**src/rtl/regbank_pkg.sv**
```systemverilog
// Shared constants and helpers for the register-bank write path.
package regbank_pkg;

   localparam int REG_ADDR_W = 3;
   localparam int REG_DATA_W = 4;
   localparam int NUM_REGS   = 8;

   localparam logic [REG_ADDR_W-1:0] REG_NONE = 3'd0;

   localparam logic PORT_A = 1'b0;
   localparam logic PORT_B = 1'b1;

   // One-hot decode of a register select; R0 is the "no write" select and never marks busy.
   function automatic logic [NUM_REGS-1:0] reg_decode(input logic                  en,
                                                     input logic [REG_ADDR_W-1:0] addr);
      logic [NUM_REGS-1:0] m;
      m = {NUM_REGS{1'b0}};
      if (en) begin
         m[addr] = 1'b1;
      end else begin
         m = {NUM_REGS{1'b0}};
      end
      m[0] = 1'b0;
      return m;
   endfunction

endpackage

```
**src/rtl/rb_req_buffer.sv**
```systemverilog
// One-entry holding register with valid/ready handshake on the input and a pop on the output.
module rb_req_buffer
   import regbank_pkg::*;
#(
   parameter int ADDR_W = REG_ADDR_W,
   parameter int DATA_W = REG_DATA_W
) (
   input  logic              clk_i,
   input  logic              rst_i,
   input  logic              push_valid_i,
   output logic              ready_o,
   input  logic [ADDR_W-1:0] addr_i,
   input  logic [DATA_W-1:0] data_i,
   input  logic              pop_i,
   output logic              valid_o,
   output logic [ADDR_W-1:0] addr_o,
   output logic [DATA_W-1:0] data_o
);

   logic              valid_q, valid_d;
   logic [ADDR_W-1:0] addr_q, addr_d;
   logic [DATA_W-1:0] data_q, data_d;

   // Next-state: a held entry leaves only on pop; an empty buffer loads on a valid request.
   always_comb begin
      valid_d = valid_q;
      addr_d  = addr_q;
      data_d  = data_q;
      if (valid_q) begin
         if (pop_i) begin
            valid_d = 1'b0;
         end else begin
            valid_d = 1'b1;
         end
      end else if (push_valid_i) begin
         valid_d = 1'b1;
         addr_d  = addr_i;
         data_d  = data_i;
      end else begin
         valid_d = 1'b0;
      end
   end

   // Entry storage; reset empties the buffer.
   always_ff @(posedge clk_i or posedge rst_i) begin
      if (rst_i) begin
         valid_q <= 1'b0;
         addr_q  <= {ADDR_W{1'b0}};
         data_q  <= {DATA_W{1'b0}};
      end else begin
         valid_q <= valid_d;
         addr_q  <= addr_d;
         data_q  <= data_d;
      end
   end

   // Ready depends only on stored state, so there is no valid->ready combinational path.
   assign ready_o = ~valid_q;
   assign valid_o = valid_q;
   assign addr_o  = addr_q;
   assign data_o  = data_q;

endmodule

```
**src/rtl/reg_write_arbiter.sv**
```systemverilog
// Round-robin arbiter sharing the register-bank write port between two buffered writers.
module reg_write_arbiter
   import regbank_pkg::*;
#(
   parameter int ADDR_W = REG_ADDR_W,
   parameter int DATA_W = REG_DATA_W,
   parameter int COLL_W = 8
) (
   input  logic              Clk,
   input  logic              Reset,
   input  logic              a_valid,
   output logic              a_ready,
   input  logic [ADDR_W-1:0] a_addr,
   input  logic [DATA_W-1:0] a_data,
   input  logic              b_valid,
   output logic              b_ready,
   input  logic [ADDR_W-1:0] b_addr,
   input  logic [DATA_W-1:0] b_data,
   output logic [ADDR_W-1:0] Reg_En,
   output logic [DATA_W-1:0] ValStore,
   output logic [7:0]        busy_mask,
   output logic [COLL_W-1:0] coll_count
);

   logic              buf_a_v_s, buf_b_v_s;
   logic [ADDR_W-1:0] buf_a_addr_s, buf_b_addr_s;
   logic [DATA_W-1:0] buf_a_data_s, buf_b_data_s;
   logic              grant_a_s, grant_b_s;

   logic              ptr_q, ptr_d;
   logic [ADDR_W-1:0] en_q, en_d;
   logic [DATA_W-1:0] val_q, val_d;
   logic [COLL_W-1:0] coll_q, coll_d;

   rb_req_buffer #(.ADDR_W(ADDR_W), .DATA_W(DATA_W)) u_buf_a (
      .clk_i        (Clk),
      .rst_i        (Reset),
      .push_valid_i (a_valid),
      .ready_o      (a_ready),
      .addr_i       (a_addr),
      .data_i       (a_data),
      .pop_i        (grant_a_s),
      .valid_o      (buf_a_v_s),
      .addr_o       (buf_a_addr_s),
      .data_o       (buf_a_data_s)
   );

   rb_req_buffer #(.ADDR_W(ADDR_W), .DATA_W(DATA_W)) u_buf_b (
      .clk_i        (Clk),
      .rst_i        (Reset),
      .push_valid_i (b_valid),
      .ready_o      (b_ready),
      .addr_i       (b_addr),
      .data_i       (b_data),
      .pop_i        (grant_b_s),
      .valid_o      (buf_b_v_s),
      .addr_o       (buf_b_addr_s),
      .data_o       (buf_b_data_s)
   );

   // Grant selection: a lone requester wins; under contention the pointer decides and then flips.
   always_comb begin
      grant_a_s = 1'b0;
      grant_b_s = 1'b0;
      ptr_d     = ptr_q;
      case ({buf_a_v_s, buf_b_v_s})
         2'b10: grant_a_s = 1'b1;
         2'b01: grant_b_s = 1'b1;
         2'b11: begin
            if (ptr_q == PORT_A) begin
               grant_a_s = 1'b1;
            end else begin
               grant_b_s = 1'b1;
            end
            ptr_d = ~ptr_q;
         end
         default: begin
            grant_a_s = 1'b0;
            grant_b_s = 1'b0;
         end
      endcase
   end

   // Output-stage and contention-counter next state.
   always_comb begin
      en_d   = {ADDR_W{1'b0}};
      val_d  = {DATA_W{1'b0}};
      coll_d = coll_q;
      if (grant_a_s) begin
         en_d  = buf_a_addr_s;
         val_d = buf_a_data_s;
      end else if (grant_b_s) begin
         en_d  = buf_b_addr_s;
         val_d = buf_b_data_s;
      end else begin
         en_d  = REG_NONE;
         val_d = {DATA_W{1'b0}};
      end
      if (buf_a_v_s && buf_b_v_s && (coll_q != {COLL_W{1'b1}})) begin
         coll_d = coll_q + {{(COLL_W-1){1'b0}}, 1'b1};
      end else begin
         coll_d = coll_q;
      end
   end

   // State registers: pointer, registered bank write port, contention counter.
   always_ff @(posedge Clk or posedge Reset) begin
      if (Reset) begin
         ptr_q  <= PORT_A;
         en_q   <= {ADDR_W{1'b0}};
         val_q  <= {DATA_W{1'b0}};
         coll_q <= {COLL_W{1'b0}};
      end else begin
         ptr_q  <= ptr_d;
         en_q   <= en_d;
         val_q  <= val_d;
         coll_q <= coll_d;
      end
   end

   // Busy decode is built purely from stored state: both buffers plus the write in the output stage.
   always_comb begin
      busy_mask = reg_decode(buf_a_v_s, buf_a_addr_s)
                | reg_decode(buf_b_v_s, buf_b_addr_s)
                | reg_decode(1'b1, en_q);
   end

   assign Reg_En     = en_q;
   assign ValStore   = val_q;
   assign coll_count = coll_q;

endmodule

```
**config.mk**
```make
export PLATFORM = sky130hd
export DESIGN_NAME = reg_write_arbiter
export DESIGN_NICKNAME = d
export VERILOG_FILES = /design/src/rtl/regbank_pkg.sv /design/src/rtl/rb_req_buffer.sv /design/src/rtl/reg_write_arbiter.sv
export SDC_FILE = /design/constraint.sdc
export NUM_CORES = 1
export LEC_CHECK = 0
export CAP_MARGIN = 15
export CORE_MARGIN = 2
export CORE_UTILIZATION = 48
export CTS_CLUSTER_DIAMETER = 40
export DETAILED_ROUTE_END_ITERATION = 8
export HOLD_SLACK_MARGIN = 0.12
export PLACE_DENSITY = 0.81
export SETUP_SLACK_MARGIN = 0.05
export SYNTH_ARGS = -nofsm -noshare
export SYNTH_HDL_FRONTEND = slang
export SYNTH_HIERARCHICAL = 1
export SYNTH_SLANG_ARGS = --single-unit
```
**constraint.sdc**
```tcl
create_clock -name Clk -period 2.3 [get_ports Clk]
set_clock_uncertainty 0.15 [all_clocks]
set_input_delay 0.23 -clock Clk [delete_from_list [all_inputs] [get_ports Clk]]
set_output_delay 0.23 -clock Clk [all_outputs]
set_load 0.01 [all_outputs]
```
**Yosys cells after proc, flatten, opt, wreduce, memory -nomap -nowiden**

Cells that the tools add are included.

- Register bits: 32
- Input bits: 18
- Output and inout bits: 25
- Word-level logic and storage cells: 55

- Magnitude comparators: 6
- Equal/unequal tests: 4
- Add/subtract/negate cells: 1
- Bitwise operators: 5
- Multiplexer cells: 22
- Reduce and logical (&&, ||, !) cells: 7

Operators with widths:

| kind | count |
|---|---|
| 2-to-1 mux 8 bit | 2 |
| OR 8 bit | 2 |
| less-than comparator 3 x 4 -> 1 bit (second input constant) | 3 |
| 2-to-1 mux 1 bit | 11 |
| demux 1 bit (select 3 bit) | 3 |
| >= comparator 3 x 1 -> 1 bit (second input constant) | 3 |
| adder 8 x 1 -> 8 bit (second input constant) | 1 |
| 2-to-1 mux 4 bit | 2 |
| != test 8 bit (second input constant) | 1 |
| 2-to-1 mux 3 bit | 2 |
| logical AND 1 bit | 5 |
| == test 2 bit (second input constant) | 2 |
| case mux 1 bit (2 select lines) | 2 |
| AND reduction 2 bit | 2 |
| inverter 1 bit | 3 |
| == test 2 x 1 -> 1 bit (second input constant) | 1 |

**Logic depth before layout (Yosys ltp)**

Gate-level depths: netlist (run 1).

- Word-level depth: 7
- Gate-level depth with buffers: 5
- Depth with buffers taken out: 4

**Hierarchy**

Netlist (run 1), hierarchy kept.

Modules (own cells, without submodules):

| module | seq. area each (um2) | instances | cells each | area each (um2) |
|---|---|---|---|---|
| reg_write_arbiter | 400.4 | 1 | 91 | 953.4 |
| rb_req_buffer | 200.2 | 2 | 20 | 337.8 |

**Worst setup path after synthesis (run 1)**

Ideal clock, no wire load.

- Kind: reg2reg
- Start point: reg coll_q[0], in the netlist coll_count[0]
- End point: reg coll_q[1], in the netlist coll_count[1]
- Setup slack: 0.652 ns
- Library setup time: 0.128 ns
- Arrival time: 1.370 ns
- Path buffers: 0
- Stages on the path, launching flop included: 5
- Path through: dfrtp_1 -> ha_1 -> and3_1 -> a21o_1 -> mux2_1

- Word-level cells in the longest chain between the ends: 2
- Elaborated cells between the ends (all ways): 3
- Those cells by class: add/sub (1); eq/ne (1); reduce/logical (1)

RTL lines:

| what | RTL line | RTL |
|---|---|---|
| from (decl) | reg_write_arbiter.sv:33 | `logic [COLL_W-1:0] coll_q, coll_d;` |
| from (signal assigned) | reg_write_arbiter.sv:112 | `coll_q <= {COLL_W{1'b0}};` |
| from (signal assigned) | reg_write_arbiter.sv:117 | `coll_q <= coll_d;` |
| branches (longest 2 deep; another with adder 8 x 1 -> 8 bit) | -- |  |

Parallel ways; which one is timed is not known.
A chain may end at the register's enable or synchronous reset.

**Worst setup path after layout (run 1)**

- Start point: reg u_buf_b.addr_q[0], in the netlist u_buf_b/addr_o[0]
- End point: out busy_mask[4]

- Word-level cells in the longest chain between the ends: 7
- Elaborated cells between the ends (all ways): 8
- Those cells by class: order compare (2); mux (3); bitwise (2); reduce/logical (1)

RTL lines:

| what | RTL line | RTL |
|---|---|---|
| from (decl) | rb_req_buffer.sv:21 | `logic [ADDR_W-1:0] addr_q, addr_d;` |
| from (signal assigned) | rb_req_buffer.sv:48 | `addr_q <= {ADDR_W{1'b0}};` |
| from (signal assigned) | rb_req_buffer.sv:52 | `addr_q <= addr_d;` |
| less-than comparator 3 x 4 -> 1 bit (implied by the code) / >= comparator 3 x 1 -> 1 bit (equally long branches) | regbank_pkg.sv:19 | `m[addr] = 1'b1;` |
| logical AND 1 bit (implied by the code) | regbank_pkg.sv:19 |  |
| 2-to-1 mux 1 bit (implied by the code) | regbank_pkg.sv:19 |  |
| demux 1 bit (select 3 bit) * | regbank_pkg.sv:19 |  |
| 2-to-1 mux 8 bit * | regbank_pkg.sv:18 | `if (en) begin` |
| OR 8 bit * | reg_write_arbiter.sv:124 | `\| reg_decode(buf_b_v_s, buf_b_addr_s)` |
| OR 8 bit * | reg_write_arbiter.sv:125 | `\| reg_decode(1'b1, en_q);` |
| to (decl) | reg_write_arbiter.sv:21 | `output logic [7:0] busy_mask,` |

Every way passes the cells marked *; elsewhere a longest branch is shown, timed or not.

==> out/qor.csv, run 1 <==
stage;metric;value;unit
outcome;run_status;complete, no violations;
power;p_per_area;1378;nW/um^2
clocking;cts_made_buffers;5;
die;fp.dieW;62.26;um
placed_design;place.gp.congestion;0.8147;
global_routing;initial_antenna_violation_count;0;
route;drt_iter0_drc;86;
clocking;cts_max_level;2;
route;routed_wirelength;3693;um
global_routing;grt_remaining_overflow;0;
global_routing;grt_first_pass_wirelength;6051;um
finish;insertedDiodeCount;0;
finish;drive_above_1_share;0.2155;
route;drcViolationCount;0;
die;die_area;3876;um^2
logic_synthesis;synth_enable_flop_cells;0;
logic_synthesis;syn-mean-instance-area;12.44;um^2
logic_synthesis;postSynth.topFlopCell;sky130_fd_sc_hd__dfrtp_1;
clocking;cts.sinks;32;
sta;hold_violations;0;
placed_design;placed_cell_area;2081;um^2
placed_design;placed_cells;217;
finish;layout_common_cells;sky130_fd_sc_hd__clkdlybuf4s50_1, sky130_fd_sc_hd__dfrtp_1, sky130_fd_sc_hd__mux2_4, sky130_fd_sc_hd__a22o_1, sky130_fd_sc_hd__inv_1;
job;max-cap-violations;0;
min_path;min_path_type;input port to flip-flop;
logic_synthesis;post-synth-top-area-cell;sky130_fd_sc_hd__dfrtp_1;
logic_synthesis;synth_warnings;6;
clocking;clk_transition_reported_paths;0.09;ns
logic_synthesis;synth_nets;150;
setup_path;endpoint_kind;output port;
global_routing;first_global_vias;1289;
clocking;ctsRootBufferMaster;sky130_fd_sc_hd__clkbuf_4;
power;static-leakage-power;0.9843;nW
global_routing;grt_use_total;0.2036;
logic_synthesis;yosys-top-cells-area;sky130_fd_sc_hd__dfrtp_1, sky130_fd_sc_hd__mux2_4, sky130_fd_sc_hd__a22o_1;
die;initial_core_util;0.4960;
route;routed_via_density;5.568;
logic_synthesis;proportion_of_synthesized_flip_flops_having_asynchronous_set_or_reset;1.000;
placed_design;post_detailed_placement_half_perimeter_wirelength;2793;um
route;final_antenna_net_count;0;
finish;fillCellCount;237;
clocking;worstSkewPairLatency;0.34;ns
sta;slew_headroom;0.5980;
finish;finish.cell_count_without_fillers;227;
placed_design;buffer_ports.inserted;41;
clocking;clk_path_buf_depth;2;
sta;final_report_setup_violation_count;0;
sta;tightestPinTransition;0.6023;ns
sta;min_period;2.068;ns
die;chipHeight;62.26;um
finish;layout.cell_area.non_filler;2175;um^2
route;wl_per_cell;16.27;um
setup_path;worst_path_dominant_cell_family;flip-flops;
global_routing;pin_count_of_the_biggest_net_entering_global_routing;17;
setup_path;cp_slowest_cell;sky130_fd_sc_hd__dfrtp_2;
route;number_of_vias_in_the_routed_layout;1264;
logic_synthesis;synth-seq-cells;32;
route;drt_pass1_iterations;6;
finish;fin_nets;199;
setup_path;cp.required;1.92;ns
setup_path;timing.critical_path.fanout_max;9;
logic_synthesis;netlist_area_before_placement;1629;um^2
setup_path;cp.arrival;1.69;ns
sta;timing.final.max_slew_violations;0;
logic_synthesis;netlist-cell-type-count;43;
setup_path;critPathKind;flip-flop to output port;
finish;area_growth_syn_to_layout;33.49;%
power;max-vdd-ir-drop;638.5;uV
die;core_area;3284;um^2
die;num_io_pins;43;
clocking;cts_tree;done;
setup_path;critPathMaxStageDelay;0.48;ns
setup_path;cell_by_cell_listing_of_the_critical_path;nor4bb_1, nor2_1, o41ai_1, dlygate4sd2_1;
sta;final.hold.worst_slack;0.3494;ns
die;rows;21;
sta;fmax;483.7;MHz
setup_path;critPathLaunchType;flip-flop;
logic_synthesis;yosys.area.top_type_share;0.4916;
sta;tns;0;ns
logic_synthesis;seq_total_area_yosys;0.4916;
sta;min_period_over_period;0.8989;
logic_synthesis;synth_cells;131;
setup_path;timing.critical_path.buf_inv;1;
sta;rsz0062_at_grt;false;
finish;layout.cells.most_common;sky130_fd_sc_hd__clkdlybuf4s50_1;
timing repair:
item                                    4_1_cts  5_1_grt
resized for setup                            11        4
setup buffers                                 1        0
hold endpoints to repair                     16        0
endpoints found under the setup margin        6        2
hold buffers                                  1        0
power breakdown:
group          switching, mW  internal (mW)
clock                  0.181          0.151
combinational          0.657          0.857
sequential             0.313          0.837
total                   1.15           1.84
cell usage after synthesis, types with 2 or more instances:
| cell type | count |
|---|---|
| sky130_fd_sc_hd__a21o_1 | 2 |
| sky130_fd_sc_hd__buf_6 | 3 |
| sky130_fd_sc_hd__mux2_4 | 14 |
| sky130_fd_sc_hd__a22o_1 | 7 |
| sky130_fd_sc_hd__mux2_1 | 2 |
| sky130_fd_sc_hd__a31oi_1 | 3 |
| sky130_fd_sc_hd__nand4_1 | 3 |
| sky130_fd_sc_hd__nor4bb_1 | 2 |
| sky130_fd_sc_hd__dfrtp_1 | 32 |
| sky130_fd_sc_hd__xnor2_1 | 2 |
| sky130_fd_sc_hd__nor3b_1 | 2 |
| sky130_fd_sc_hd__nor3_1 | 3 |
| sky130_fd_sc_hd__nand4b_1 | 3 |
| sky130_fd_sc_hd__nand3_1 | 3 |
| sky130_fd_sc_hd__nand2_1 | 5 |
| sky130_fd_sc_hd__a21oi_1 | 2 |
| sky130_fd_sc_hd__inv_1 | 7 |
| sky130_fd_sc_hd__nor2b_1 | 2 |
| sky130_fd_sc_hd__a211o_1 | 2 |
| sky130_fd_sc_hd__nand3b_1 | 2 |
| sky130_fd_sc_hd__o21bai_1 | 2 |
| sky130_fd_sc_hd__buf_4 | 2 |
| sky130_fd_sc_hd__o311ai_0 | 3 |
| sky130_fd_sc_hd__nor2_1 | 4 |
per-layer routing:
metal  GRT usage  vias up  wire length, um
li1            -      581                -
met1      0.2470      622             1476
met2      0.3342       48             1897
met3     0.04529       13              209
met4      0.1194        0              109
met5           0        -                0
logic make-up after synthesis:
group,synth area share
compound gates,0.1329
xor+xnor,0.01613
fa+ha+maj,0.007679
buf+inv,0.05145
flops,0.4916
mux,0.1498
other cells,0.002302
simple gates,0.1482
flip-flops by register name, summed over array words and instances (netlist names):
| register | flops |
|---|---|
| u_buf_b/valid_o | 1 |
| u_buf_b/data_o | 4 |
| u_buf_a/valid_o | 1 |
| u_buf_a/addr_o | 3 |
| u_buf_a/data_o | 4 |
| u_buf_b/addr_o | 3 |
| coll_count | 8 |
| ptr_q | 1 |
| ValStore | 4 |
| Reg_En | 3 |
layout make-up:
cell class	instances	area, um^2	area share
well taps	46	57.56	0.02647
repair buffers	48	464.2	0.2135
flip-flops and latches	32	807.0	0.3711
inverters	8	30.03	0.01381
multi-input cells	85	757.0	0.3481
clock buffers	8	58.81	0.02704
final timing paths:
kind	startpoint	to	slack [ns]	depth (start not counted)
setup / recovery	u_buf_b/addr_o[0]	busy_mask[4]	0.23	4
min in group asynchronous	Reset	u_buf_b/data_o[1]	0.62	3
setup reg to reg	coll_count[0]	coll_count[1]	0.61	4
hold / removal	b_data[2]	u_buf_b/data_o[2]	0.35	2
max in group asynchronous	Reset	Reg_En[0]	0.83	3
hold reg to reg	coll_count[0]	coll_count[0]	0.38	1
stage by stage:
step	power [mW]	util	setup slack (ns)
finish	2.996	0.6621	0.2325
global route	3.172	0.6621	0.1484
CTS	2.989	0.6583	0.06103
detailed placement	2.663	0.6335	0.2674
global placement	2.594	0.6335	0.3110
floorplan	2.012	-	0.6523
No activity file was read; power rests on OpenSTA's default activity.
==> run 2: changes to the inputs <==
CAP_MARGIN = 5   (was 15)
==> results of run 2 <==
Final layout, timing and power as in run 1 (identical DEF).
==> run 3: changes to the inputs <==
SKIP_LAST_GASP = 1   (was not set)
==> run 3 against run 2 <==
Effect of this change: worst setup slack got worse by 0.00097 ns; first-iteration DRC count unchanged; highest routed layer unchanged; hold slack unchanged; sequential power about the same; critical endpoint unchanged; global-route usage unchanged; combinational power about the same; largest cell class unchanged.
==> out/qor.csv, run 3 (same netlist as run 1, synthesis figures left out) <==
stage;metric;value;unit;change
setup_path;worst-path-stages;4;;unchanged
sta;timing.final.max_slew_violations;0;;unchanged
setup_path;critPathMaxStageDelay;0.48;ns;about the same
sta;setup_slack;0.2315;ns;-0.0009660 ns
route;routed_via_density;5.568;;unchanged
global_routing;grt_remaining_overflow;0;;unchanged
placed_design;placed_cells;217;;unchanged
min_path;min_path_type;input port to flip-flop;;
setup_path;timing.reg2reg.worst_path_depth;4;;unchanged
finish;post-route-util;0.6632;;+0.001143
clocking;clk_transition_reported_paths;0.09;ns;about the same
route;final_antenna_net_count;0;;unchanged
die;chipHeight;62.26;um;unchanged
placed_design;detailedPlace.worstSlack;0.2674;ns;unchanged
power;power_frac_clock;0.110;;about the same
setup_path;cp_slowest_cell;sky130_fd_sc_hd__dfrtp_2;;
min_path;worstHoldEndpoint;u_buf_b/data_o[2];;
setup_path;timing.critical_path.fanout_max;9;;unchanged
power;net-switching-power;1.151;mW;about the same
finish;fin_nets;199;;unchanged
placed_design;buffer_ports.inserted;41;;unchanged
die;rows;21;;unchanged
placed_design;post_detailed_placement_half_perimeter_wirelength;2793;um;unchanged
power;p_seq_frac;0.383;;about the same
die;core_area;3284;um^2;unchanged
die;fp.dieW;62.26;um;unchanged
power;max-vdd-ir-drop;638.7;uV;about the same
global_routing;first_global_vias;1289;;unchanged
finish;finish.cell_count_without_fillers;227;;unchanged
global_routing;initial_antenna_violation_count;0;;unchanged
setup_path;worst_setup_path_startpoint;u_buf_b/addr_o[0];;
sta;final.hold.worst_slack;0.3494;ns;unchanged
die;num_io_pins;43;;unchanged
placed_design;place.gp.congestion;0.8147;;unchanged
power;static-leakage-power;0.9964;nW;+1.2%
finish;largest_register_ff_count;8;;unchanged
clocking;cts_made_buffers;5;;unchanged
route;drt_iter0_drc;86;;unchanged
sta;final_report_setup_violation_count;0;;unchanged
finish;insertedDiodeCount;0;;unchanged
sta;fmax;483.4;MHz;about the same
finish;layout.area.seq;807.0;um^2;unchanged
clocking;ctsRootBufferMaster;sky130_fd_sc_hd__clkbuf_4;;
setup_path;worst_r2r_startpoint;coll_count[0];;
setup_path;capturing_point_of_the_worst_reg2reg_path;coll_count[1];;
power;p_per_area;1377;nW/um^2;about the same
finish;layout_common_cells;sky130_fd_sc_hd__clkdlybuf4s50_1, sky130_fd_sc_hd__dfrtp_1, sky130_fd_sc_hd__mux2_4, sky130_fd_sc_hd__a22o_1, sky130_fd_sc_hd__inv_1;;
setup_path;ff2ff_setup_slack;0.61;ns;about the same
clocking;cts.sinks;32;;unchanged
clocking;worstSkewPairLatency;0.34;ns;about the same
route;number_of_vias_in_the_routed_layout;1264;;unchanged
finish;layout.cell_area.non_filler;2178;um^2;+0.17%
power;power_report.internal_total;1.849;mW;+0.24%
sta;hold_violations;0;;unchanged
sta;min_period_over_period;0.8994;;about the same
die;initial_core_util;0.4960;;unchanged
sta;min_period;2.069;ns;+0.0009660 ns
die;die_area;3876;um^2;unchanged
setup_path;worst_path_dominant_cell_family;flip-flops;;
outcome;run_status;complete, no violations;;
power;power_switching_share;0.3838;;-0.0004945
setup_path;critPathLaunchType;flip-flop;;
setup_path;cell_by_cell_listing_of_the_critical_path;nor4bb_1, nor2_1, o41ai_1, dlygate4sd2_1;;
sta;tns;0;ns;unchanged
clocking;cts_tree;done;;
finish;area_occupied_by_multi_input_gates;757.0;um^2;unchanged
route;wl_per_cell;16.28;um;about the same
placed_design;placed_cell_area;2081;um^2;unchanged
min_path;timing.hold.worst.start;b_data[2];;
min_path;min_path_cells;2;;unchanged
job;max-cap-violations;0;;unchanged
setup_path;endpoint_kind;output port;;
clocking;clk_path_buf_depth;2;;unchanged
route;drcViolationCount;0;;unchanged
power;power_consumption;3.000;mW;+0.16%
finish;fillCellCount;236;;-0.42%
sta;rsz0062_at_grt;false;;
route;drt_pass1_iterations;6;;unchanged
power;power_frac_comb;0.506;;about the same
global_routing;grt_use_total;0.2036;;unchanged
route;routed_wirelength;3695;um;about the same
setup_path;timing.critical_path.buf_inv;1;;unchanged
finish;drive_above_1_share;0.2155;;unchanged
setup_path;cp.required;1.92;ns;about the same
sta;tightestPinTransition;0.6023;ns;unchanged
finish;area_growth_syn_to_layout;33.72;%;
finish;layout.cells.most_common;sky130_fd_sc_hd__clkdlybuf4s50_1;;
clocking;cts_max_level;2;;unchanged
setup_path;critPathKind;flip-flop to output port;;
global_routing;pin_count_of_the_biggest_net_entering_global_routing;17;;unchanged
global_routing;grt_first_pass_wirelength;6051;um;unchanged
setup_path;cp.arrival;1.69;ns;about the same
sta;slew_headroom;0.5980;;unchanged
## run 3: changes by cell type in the layout (fill, tap and decap cells not counted), sizes merged
| cell | previous run | this run |
|---|---|---|
| dlygate4sd2 | 5 | 4 |
| dlymetal6s2s | 2 | 3 |
## run 3: power by group through the flow
stage                     registers (mW)  logic (mW)  clock network (mW)
after floorplan                     1.13       0.884                   0
after global placement              1.12        1.47                   0
after detailed placement            1.15        1.52                   0
after CTS                           1.14        1.52               0.338
after global routing                1.20        1.62               0.361
final                               1.15        1.52               0.331
## run 3: routing by layer
layer | up-vias | wire (um) | GRT usage
met3 | 13 | 209 | 0.04529
met4 | 0 | 109 | 0.1194
met5 | - | 0 | 0
met1 | 622 | 1477 | 0.2470
li1 | 581 | - | -
met2 | 48 | 1898 | 0.3342
## run 3: how the worst max path moves through the flow
stage | slack, ns | end
final | 0.23 | busy_mask[4]
after global routing | 0.15 | busy_mask[6]
after CTS | -0.01 | busy_mask[7]
after detailed placement | 0.27 | busy_mask[7]
after global placement | 0.31 | busy_mask[6]
after floorplan | 0.65 | coll_count[1]
## run 3: cell type report
class | count | share of cell area
Sequential cell | 32 | 0.3705
Multi-Input combinational cell | 85 | 0.3475
Timing Repair Buffer | 48 | 0.2148
Clock buffer | 8 | 0.02700
Tap cell | 46 | 0.02642
Inverter | 8 | 0.01379
## run 3: timing repair
item | CTS | global route
hold buffers | 1 | 0
gates resized for setup | 10 | 5
gates cloned | 0 | 0
endpoints found under the hold margin | 16 | 0
endpoints found under the setup margin | 6 | 3
buffers inserted | 1 | 0
